<file path="src/rtl/ram_access_mux.sv">
// ram_access_mux: steers the single data-RAM port to the I/S/A/F channel
// selected by the current opcode, and returns read data to that channel only.
// Ports: iCLK/iRST (sync, active-high); OPCODE selects the channel;
//   iRAM_*_x are channel requests, oRAM_DATA_RD_x are per-channel read data;
//   oRAM_* drive the RAM and iRAM_DATA_RD is its read data;
//   oSEL is the channel id registered from the previous cycle.
module ram_access_mux #(
   parameter int AW = 8,
   parameter int DW = 32
) (
   input  logic          iCLK,
   input  logic          iRST,
   input  logic [6:0]    OPCODE,
   input  logic          iRAM_CE_I,
   input  logic          iRAM_RD_I,
   input  logic          iRAM_WR_I,
   input  logic [AW-1:0] iRAM_ADDR_I,
   input  logic [DW-1:0] iRAM_DATA_WR_I,
   output logic [DW-1:0] oRAM_DATA_RD_I,
   input  logic          iRAM_CE_S,
   input  logic          iRAM_RD_S,
   input  logic          iRAM_WR_S,
   input  logic [AW-1:0] iRAM_ADDR_S,
   input  logic [DW-1:0] iRAM_DATA_WR_S,
   output logic [DW-1:0] oRAM_DATA_RD_S,
   input  logic          iRAM_CE_A,
   input  logic          iRAM_RD_A,
   input  logic          iRAM_WR_A,
   input  logic [AW-1:0] iRAM_ADDR_A,
   input  logic [DW-1:0] iRAM_DATA_WR_A,
   output logic [DW-1:0] oRAM_DATA_RD_A,
   input  logic          iRAM_CE_F,
   input  logic          iRAM_RD_F,
   input  logic          iRAM_WR_F,
   input  logic [AW-1:0] iRAM_ADDR_F,
   input  logic [DW-1:0] iRAM_DATA_WR_F,
   output logic [DW-1:0] oRAM_DATA_RD_F,
   output logic          oRAM_CE,
   output logic          oRAM_RD,
   output logic          oRAM_WR,
   output logic [AW-1:0] oRAM_ADDR,
   output logic [DW-1:0] oRAM_DATA_WR,
   input  logic [DW-1:0] iRAM_DATA_RD,
   output logic [2:0]    oSEL
);

   typedef enum logic [2:0] {
      SEL_NONE = 3'd0,
      SEL_I    = 3'd1,
      SEL_S    = 3'd2,
      SEL_A    = 3'd3,
      SEL_F    = 3'd4
   } sel_e;

   sel_e sel;

   // Equality compares make any X opcode bit fall through to NONE.
   // Reset gates the decode so the RAM goes idle in the same cycle.
   always_comb begin
      sel = SEL_NONE;
      if (iRST)
         sel = SEL_NONE;
      else if (OPCODE == 7'b0000011)
         sel = SEL_I;
      else if (OPCODE == 7'b0100011)
         sel = SEL_S;
      else if (OPCODE == 7'b0101111)
         sel = SEL_A;
      else if (OPCODE == 7'b0000111 || OPCODE == 7'b0100111)
         sel = SEL_F;
   end

   always_comb begin
      oRAM_CE        = 1'b0;
      oRAM_RD        = 1'b0;
      oRAM_WR        = 1'b0;
      oRAM_ADDR      = '0;
      oRAM_DATA_WR   = '0;
      oRAM_DATA_RD_I = '0;
      oRAM_DATA_RD_S = '0;
      oRAM_DATA_RD_A = '0;
      oRAM_DATA_RD_F = '0;
      case (sel)
         SEL_I: begin
            oRAM_CE        = iRAM_CE_I;
            oRAM_RD        = iRAM_RD_I;
            oRAM_WR        = iRAM_WR_I;
            oRAM_ADDR      = iRAM_ADDR_I;
            oRAM_DATA_WR   = iRAM_DATA_WR_I;
            oRAM_DATA_RD_I = iRAM_DATA_RD;
         end
         SEL_S: begin
            oRAM_CE        = iRAM_CE_S;
            oRAM_RD        = iRAM_RD_S;
            oRAM_WR        = iRAM_WR_S;
            oRAM_ADDR      = iRAM_ADDR_S;
            oRAM_DATA_WR   = iRAM_DATA_WR_S;
            oRAM_DATA_RD_S = iRAM_DATA_RD;
         end
         SEL_A: begin
            oRAM_CE        = iRAM_CE_A;
            oRAM_RD        = iRAM_RD_A;
            oRAM_WR        = iRAM_WR_A;
            oRAM_ADDR      = iRAM_ADDR_A;
            oRAM_DATA_WR   = iRAM_DATA_WR_A;
            oRAM_DATA_RD_A = iRAM_DATA_RD;
         end
         SEL_F: begin
            oRAM_CE        = iRAM_CE_F;
            oRAM_RD        = iRAM_RD_F;
            oRAM_WR        = iRAM_WR_F;
            oRAM_ADDR      = iRAM_ADDR_F;
            oRAM_DATA_WR   = iRAM_DATA_WR_F;
            oRAM_DATA_RD_F = iRAM_DATA_RD;
         end
         default: ;
      endcase
   end

   always_ff @(posedge iCLK) begin
      if (iRST)
         oSEL <= 3'd0;
      else
         oSEL <= sel;
   end

endmodule

</file>
<file path="config.mk">
export PLATFORM = sky130hd
export DESIGN_NAME = ram_access_mux
export DESIGN_NICKNAME = d
export VERILOG_FILES = /design/src/rtl/ram_access_mux.sv
export SDC_FILE = /design/constraint.sdc
export NUM_CORES = 1
export LEC_CHECK = 0
export CORE_AREA = 2 2 151 153
export DETAILED_ROUTE_END_ITERATION = 12
export DIE_AREA = 0 0 153 155
export SLEW_MARGIN = 20
export SYNTH_ARGS = -nofsm -noshare
export SYNTH_HDL_FRONTEND = slang
export SYNTH_SLANG_ARGS = --single-unit
</file>
<file path="constraint.sdc">
create_clock -name iCLK -period 1.5 [get_ports iCLK]
set_input_delay 0.3 -clock iCLK [delete_from_list [all_inputs] [get_ports iCLK]]
set_output_delay 0.3 -clock iCLK [all_outputs]
set_load 0.01 [all_outputs]
</file>
---- Word level (Yosys, flattened, before mapping) ----
Cells that the tools add are included.
word-level totals
  flip-flop bits (word level) ............. 3
  bits in latches ......................... 0
  bits in writable memories ............... 0
  memory bits (read-only) ................. 0
  input port bits ......................... 213
  output and inout port bits .............. 174
  logic and storage cells ................. 25
  memories kept ........................... 0
cells by class
  add/subtract/negate cells ............... 0
  multiply operators ...................... 0
  div/mod/pow operators ................... 0
  magnitude comparators ................... 0
  equality and inequality tests ........... 9
  shifts and indexed selects .............. 0
  muxes and demuxes ....................... 14
  bitwise operators ....................... 0
  reduce and logical (&&, ||, !) cells .... 1
operators with widths
  cell                count
  $mux 32             4
  $pmux 32 s4         1
  $pmux 8 s4          1
  $eq 7x6->1 const B  3
  $mux 3              5
  $pmux 1 s4          3
  $eq 7x2->1 const B  1
  $eq 7x3->1 const B  1
  $eq 3x2->1 const B  2
  $eq 3x1->1 const B  1
  $eq 3x3->1 const B  1
  $logic_or 1x1->1    1

---- Longest topological paths before layout ----
Gate-level depths: netlist of run 1.
  depth after elaboration ................. 9
  depth in mapped cells ................... 6
  mapped depth without buffers ............ 3

---- Worst setup path before layout of run 1 ----
No wires, ideal clock.
  kind .................................... input to output
  from .................................... input OPCODE[6]
  to ...................................... output oRAM_ADDR[0]
  arrival ................................. 1.349 ns
  required time ........................... 1.200 ns
  slack ................................... -0.149 ns
  cell stages on the path ................. 5
  path buffers ............................ 2
  cell sequence ........................... nand4bb_4 > or3_1 > buf_6 > buf_6 > o22ai_1
on the way
  longest elaborated chain between the ends .. 9
  elaborated cells on any way between the ends .. 16
  those cells by class .................... eq/ne (9); mux (6); reduce/logical (1)
ends and longest elaborated chain
  item                                             RTL line  RTL
  start, declared                                  13        input logic [6:0] OPCODE,
  $eq 7x3->1 / $eq 7x6->1 (equally long branches)  69        else if (OPCODE == 7'b0000111 || OPCODE == 7'b0100111)
  $logic_or 1x1->1                                 69
  $mux 3                                           69
  $mux 3                                           67        else if (OPCODE == 7'b0101111)
  $mux 3                                           65        else if (OPCODE == 7'b0100011)
  $mux 3 (*)                                       63        else if (OPCODE == 7'b0000011)
  $mux 3 (*)                                       61        if (iRST)
  $eq 3x3->1, or another cell as far along         83        case (sel)
  $pmux 8 s4 (*)                                   83
  end, declared                                    41        output logic [AW-1:0] oRAM_ADDR,
Every way passes the cells marked *; elsewhere a longest branch is shown, timed or not.

---- Worst setup path in the final report of run 1 ----
  from .................................... input OPCODE[6]
  to ...................................... output oRAM_DATA_WR[17]
on the way
  longest elaborated chain between the ends .. 9
  elaborated cells on any way between the ends .. 16
  those cells by class .................... eq/ne (9); mux (6); reduce/logical (1)
ends and longest elaborated chain
  item                                             RTL line  RTL
  $eq 7x3->1 / $eq 7x6->1 (equally long branches)  69
  $logic_or 1x1->1                                 69
  $mux 3                                           69
  $mux 3                                           67
  $mux 3                                           65
  $mux 3 (*)                                       63
  $mux 3 (*)                                       61
  $eq 3x3->1, or another cell as far along         83
  $pmux 32 s4 (*)                                  83
  end, declared                                    42        output logic [DW-1:0] oRAM_DATA_WR,
Marked as above.

==> results.toml, run 1 <==
[run_status]
outcome = "finished, violations left"
violations = "setup timing"

[routing]
via_per_inst = 4.53
num_vias = 5006
wl_per_cell_um = 20.6
drt_iter0_drc = 191
ant_nets = 0
drtPass1Iterations = 4
postRouteWirelength_um = 22800
route.detailed.drc = 0

[job]
max-cap-violations = 0

[global_routing]
grt_util_all_layers_pct = 16.3
gr-total-overflow = 0
grt_pass1_vias = 4889
grt_pass1_wl_um = 30000
antenna_found_initial = 1
grt_max_degree = 40

[power_and_ir_drop]
p_sw_mw = 0.570
peakVddDrop_v = 0.000256
p_leak_nw = 3.91
pwr-share-comb_pct = 72.6
clkPwrFrac_pct = 23.0
power.total_mw = 1.85
switching_share_pct = 30.9
internal_power_mw = 1.28
power_frac_seq_pct = 4.4
p_per_area_mw_per_mm2 = 203

[clocking]
cts_buffer_depth = 2
postCtsHoldBufs = 0
cts_root_buf = "clkbuf_16"
clk_pin_slew_ns = 0.03
cts_made_buffers = 3
cts_tree = "done"
cts_sinks = 3
htreeDepth = 1

[synthesis]
synth.avg_cell_area_um2 = 6.54
synth_cells = 331
ys_types = 26
synth_seq_cells = 3
ys_seq_area_share_pct = 2.77
synth_nets = 544
ys.warnings.count = 0
synthesis.area_mm2 = 0.00217

[floorplan]
io_pins = 387
die_area_mm2 = 0.0237
core_area_mm2 = 0.0222
start_util_pct = 9.74
die_y_um = 155
rows = 55
die_w_um = 153

[worst_setup_path]
cpMaxStageDelayCell = "or3_4"
cp-end-kind = "output port"
startpoint_type = "primary input"
crit_fanout = 4
critPathMaxStageDelay_ns = 0.42
crit_type = "in2out"
crit_chain = "buf_6, nand4bb_4, or3_4, buf_4, buf_12, buf_6, buf_6, o22ai_2, buf_2"
worstPathArrival_ns = 1.81
crit_required_ns = 1.20
crit_top_cell = "buf_6"

[cells_and_area]
layout.nets = 1033
reg_top3 = "oSEL: 3 flops"
drive_above_1_share_pct = 62.0
postLayoutCellArea_mm2 = 0.00910
largest_register_ffs = 3
antenna_cells = 0
areaGrowthSynthToFinish_pct = 320
layout.cells.non_filler = 1104
largest-register = "oSEL"

[sta]
rsz0062_at_grt = "yes"
final-max-slew-violation-count = 0
layout_min_cycle_time_ns = 2.11
fmax_mhz = 473
final-hold-violation-count = 0
timing.final.crit_share_pct = 141
setup_violations = 172
setup_tns_ns = -80.42
timing.hold.ws_ns = 0.492
worstMarginPinSlew_ns = 0.411
max-slew-margin-rel_pct = 72.6
worst_slack_ns = -0.615

[hold_path]
worst_hold_path_type = "in2reg"

[placed_design]
gp_congestion = 0.785
detailed_place_hpwl_um = 14100
dpl-instance-area_mm2 = 0.00704
io_buffers = 386
place_inst = 1004
Yosys cell counts (all sizes together):
master | n | area, um^2
o21a | 1 | 7.51
o22ai | 42 | 263
nand2 | 2 | 7.51
a31oi | 1 | 6.26
nand3 | 2 | 10.0
nand4bb | 1 | 27.5
clkbuf | 36 | 141
mux2 | 1 | 11.3
nor3 | 2 | 15.0
nor2b | 1 | 6.26
and4bb | 1 | 12.5
or3 | 2 | 12.5
nand2b | 1 | 6.26
a21oi | 1 | 5.00
dfxtp | 3 | 60.1
and2 | 35 | 219
nor2 | 2 | 7.51
and3 | 96 | 601
a22oi | 84 | 631
nand3b | 1 | 7.51
buf | 16 | 109
kinds of logic after synthesis:
kind of cell	synth area share (%)
simple gates	43.0
compound gates	42.1
mux	0.520
flops	2.77
buf+inv	11.6
power by group through the flow:
stage          sequential, mW  clock [mW]  combinational [mW]
2_1_floorplan          0.0823           0               0.300
3_3_place_gp           0.0820           0                1.14
3_5_place_dp           0.0820           0                1.14
4_1_cts                0.0809       0.434                1.23
5_1_grt                0.0809       0.435                1.42
6_report               0.0809       0.425                1.34
cells in the final DEF, fill, tap and decap left out, types with 8 or more instances in the layout:
cell | netlist | layout
a22oi_1 | 84 | 75
buf_6 | 5 | 161
buf_16 | 0 | 8
buf_8 | 0 | 18
buf_4 | 1 | 47
clkbuf_16 | 0 | 9
a22oi_2 | 0 | 9
and2_4 | 0 | 34
and3_1 | 96 | 16
clkdlybuf4s50_1 | 0 | 207
buf_12 | 0 | 30
buf_2 | 6 | 55
o22ai_2 | 0 | 37
and3_4 | 0 | 80
metrics by stage:
step | worst slack [ns] | utilization, %
after CTS | -0.732 | 34.8
final | -0.615 | 40.9
after floorplan | -0.119 | -
after detailed placement | -1.24 | 31.7
after global placement | -1.23 | 31.7
after global routing | -0.660 | 40.9
layer usage:
metal / vias up / part of all wire, % / global-route usage (%) / wire length, um
met3: 50 / 6.1 / 2.90 / 1390
met4: 0 / 3.1 / 4.50 / 705
li1: 2305 / - / - / -
met5: - / 0 / 0 / 0
met1: 2357 / 39 / 18.7 / 8850
met2: 294 / 52 / 31.0 / 11800
critical path: cells and delay by family:
kind	cells	cell delay, ns
simple gates	2	0.64
buf+inv	6	0.75
compound gates	1	0.12
final timing paths:
path  startpoint                to  slack, ns  cells after the start
max    OPCODE[6]  oRAM_DATA_WR[17]      -0.61                      9
min    OPCODE[5]           oSEL[0]       0.49                      3
timing repair:
item,CTS,global route
cloned,14,7
resized for setup,627,416
endpoints found under the setup margin,172,171
pin swaps,45,35
buffers inserted,47,40
area by class of cell:
type,instances,area [um^2]
fill,2192,13100
timing repair buffer,536,5860
multi-input combinational,276,2750
tap,285,357
clock buffer,4,78.8
sequential,3,60.1
(Power assumes the default switching activity.)
==> run 2, diff against run 1 <==
SLEW_MARGIN = default   (was 20)
==> results of run 2 <==
The final DEF is identical to that of run 1; final timing and power are the same.
==> run 3, diff against run 2 <==
PLACE_DENSITY = 0.46   (was default)
==> run 3 against run 2 <==
Effect of this change:
- the run still ends with setup timing left
- core utilization is 0.94 points lower
- routed wire length is 8.5% higher
- flip-flop and latch count stayed put
- first-iteration DRC count is 8.4% higher
- largest power group unchanged
==> results.toml, run 3 (same netlist as run 1, synthesis figures left out) <==
[run_status]
outcome = "finished, violations left"
violations = "setup timing"

[global_routing]
grt_pass1_vias = 5171
grt_util_all_layers_pct = 18.3
grt_max_degree = 32
grt_pass1_wl_um = 33400
gr-total-overflow = 0
antenna_found_initial = 0

[sta]
setup_violations = 171
layout_min_cycle_time_ns = 2.07
setup_tns_ns = -69.25
rsz0062_at_grt = "yes"
timing.hold.ws_ns = 0.538
max-slew-margin-rel_pct = 72.8
timing.final.crit_share_pct = 138
final-hold-violation-count = 0
fmax_mhz = 483
worstMarginPinSlew_ns = 0.408
final-max-slew-violation-count = 0
worst_slack_ns = -0.568

[worst_setup_path]
crit_cells = 7
worstPathArrival_ns = 1.77
crit_type = "in2out"
cp-end-kind = "output port"
crit_fanout = 8
startpoint_type = "primary input"
critPathMaxStageDelay_ns = 0.53
crit_chain = "buf_6, nand4bb_4, or3_4, buf_12, buf_12, o22ai_4, buf_6"
crit_required_ns = 1.20
critPathTopFamily = "simple AND/OR/NAND/NOR gates"
cpMaxStageDelayCell = "or3_4"
worst-path-buf-inv = 4
crit_start = "OPCODE[6]"

[power_and_ir_drop]
internal_power_mw = 1.27
clkPwrFrac_pct = 22.8
peakVddDrop_v = 0.000253
switching_share_pct = 31.7
power_frac_seq_pct = 4.4
p_leak_nw = 3.75
p_per_area_mw_per_mm2 = 208
pwr-share-comb_pct = 72.8
p_sw_mw = 0.587

[routing]
wl_per_cell_um = 23.1
drt_iter0_drc = 207
drtPass1Iterations = 4
via_per_inst = 4.58
postRouteWirelength_um = 24700
ant_nets = 0
route.detailed.drc = 0
num_vias = 4896

[floorplan]
die_w_um = 153
start_util_pct = 9.74
core_area_mm2 = 0.0222
die_area_mm2 = 0.0237
io_pins = 387
die_y_um = 155
rows = 55

[cells_and_area]
areaGrowthSynthToFinish_pct = 311
multi_input_area_mm2 = 0.00277
final_common_cell = "clkdlybuf4s50_1"
postLayoutCoreUtil_pct = 40.0
layout.nets = 998
nFillCells = 2180
largest-register = "oSEL"
reg_top3 = "oSEL: 3 flops"
largest_register_ffs = 3
drive_above_1_share_pct = 59.8
final_cell_mix = "clkdlybuf4s50_1, buf_6, a22oi_1, and3_4, buf_2"
antenna_cells = 0
seqCellArea_um2 = 60.1

[clocking]
cts_sinks = 3
cts_tree = "done"
clk_pin_slew_ns = 0.03
cts_root_buf = "clkbuf_16"
cts_buffer_depth = 2
htreeDepth = 1
cts_made_buffers = 3

[hold_path]
worst_hold_path_type = "in2reg"
min_path_cells = 4
min-delay-start = "OPCODE[3]"

[job]
max-cap-violations = 0

[placed_design]
io_buffers = 386
gp_congestion = 0.845
detailed_place_hpwl_um = 14200
run 3: layout make-up:
cell class,instances,area share (%)
clock buffer,4,0.886
multi-input combinational,276,31.1
sequential,3,0.675
tap,285,4.01
timing repair buffer,501,63.3
run 3: power groups by stage:
stage          logic [mW]  clock network (mW)  registers [mW]
6_report             1.35               0.423          0.0810
5_1_grt              1.42               0.435          0.0810
4_1_cts              1.24               0.430          0.0810
3_5_place_dp         1.09                   0          0.0820
3_3_place_gp         1.07                   0          0.0820
2_1_floorplan       0.300                   0          0.0823
run 3: metrics by stage:
stage          power, mW  setup slack (ns)  std cells  area (um^2)
2_1_floorplan      0.382            -0.119        331         2480
3_3_place_gp        1.16             -1.28        978         6800
3_5_place_dp        1.17             -1.30        978         6800
4_1_cts             1.75            -0.687       1060         8090
5_1_grt             1.94            -0.603       1069         8890
6_report            1.85            -0.568       1069         8890
run 3: timing repair:
item | 4_1_cts | 5_1_grt
hold buffers | 0 | 0
setup buffers | 54 | 29
gates cloned | 26 | 4
pin swaps | 68 | 32
gates resized for setup | 864 | 217
endpoints found under the setup margin | 174 | 172
run 3: worst paths after layout:
| kind | to | slack [ns] |
|---|---|---|
| max | oRAM_DATA_WR[18] | -0.57 |
| min | oSEL[0] | 0.54 |
run 3: routing by layer:
metal  vias up  routed length, um  global-route usage, %
met5         -                  0                      0
met4         0                699                   3.48
met3        37               1280                   3.01
met2       288              13300                   36.5
met1      2338               9440                   20.4
li1       2233                  -                      -
run 3: worst min-delay path: cells and delay by family:
| kind | cells | cell delay (ns) |
|---|---|---|
| compound gates | 1 | 0.10 |
| buf+inv | 2 | 0.19 |
| simple gates | 1 | 0.10 |
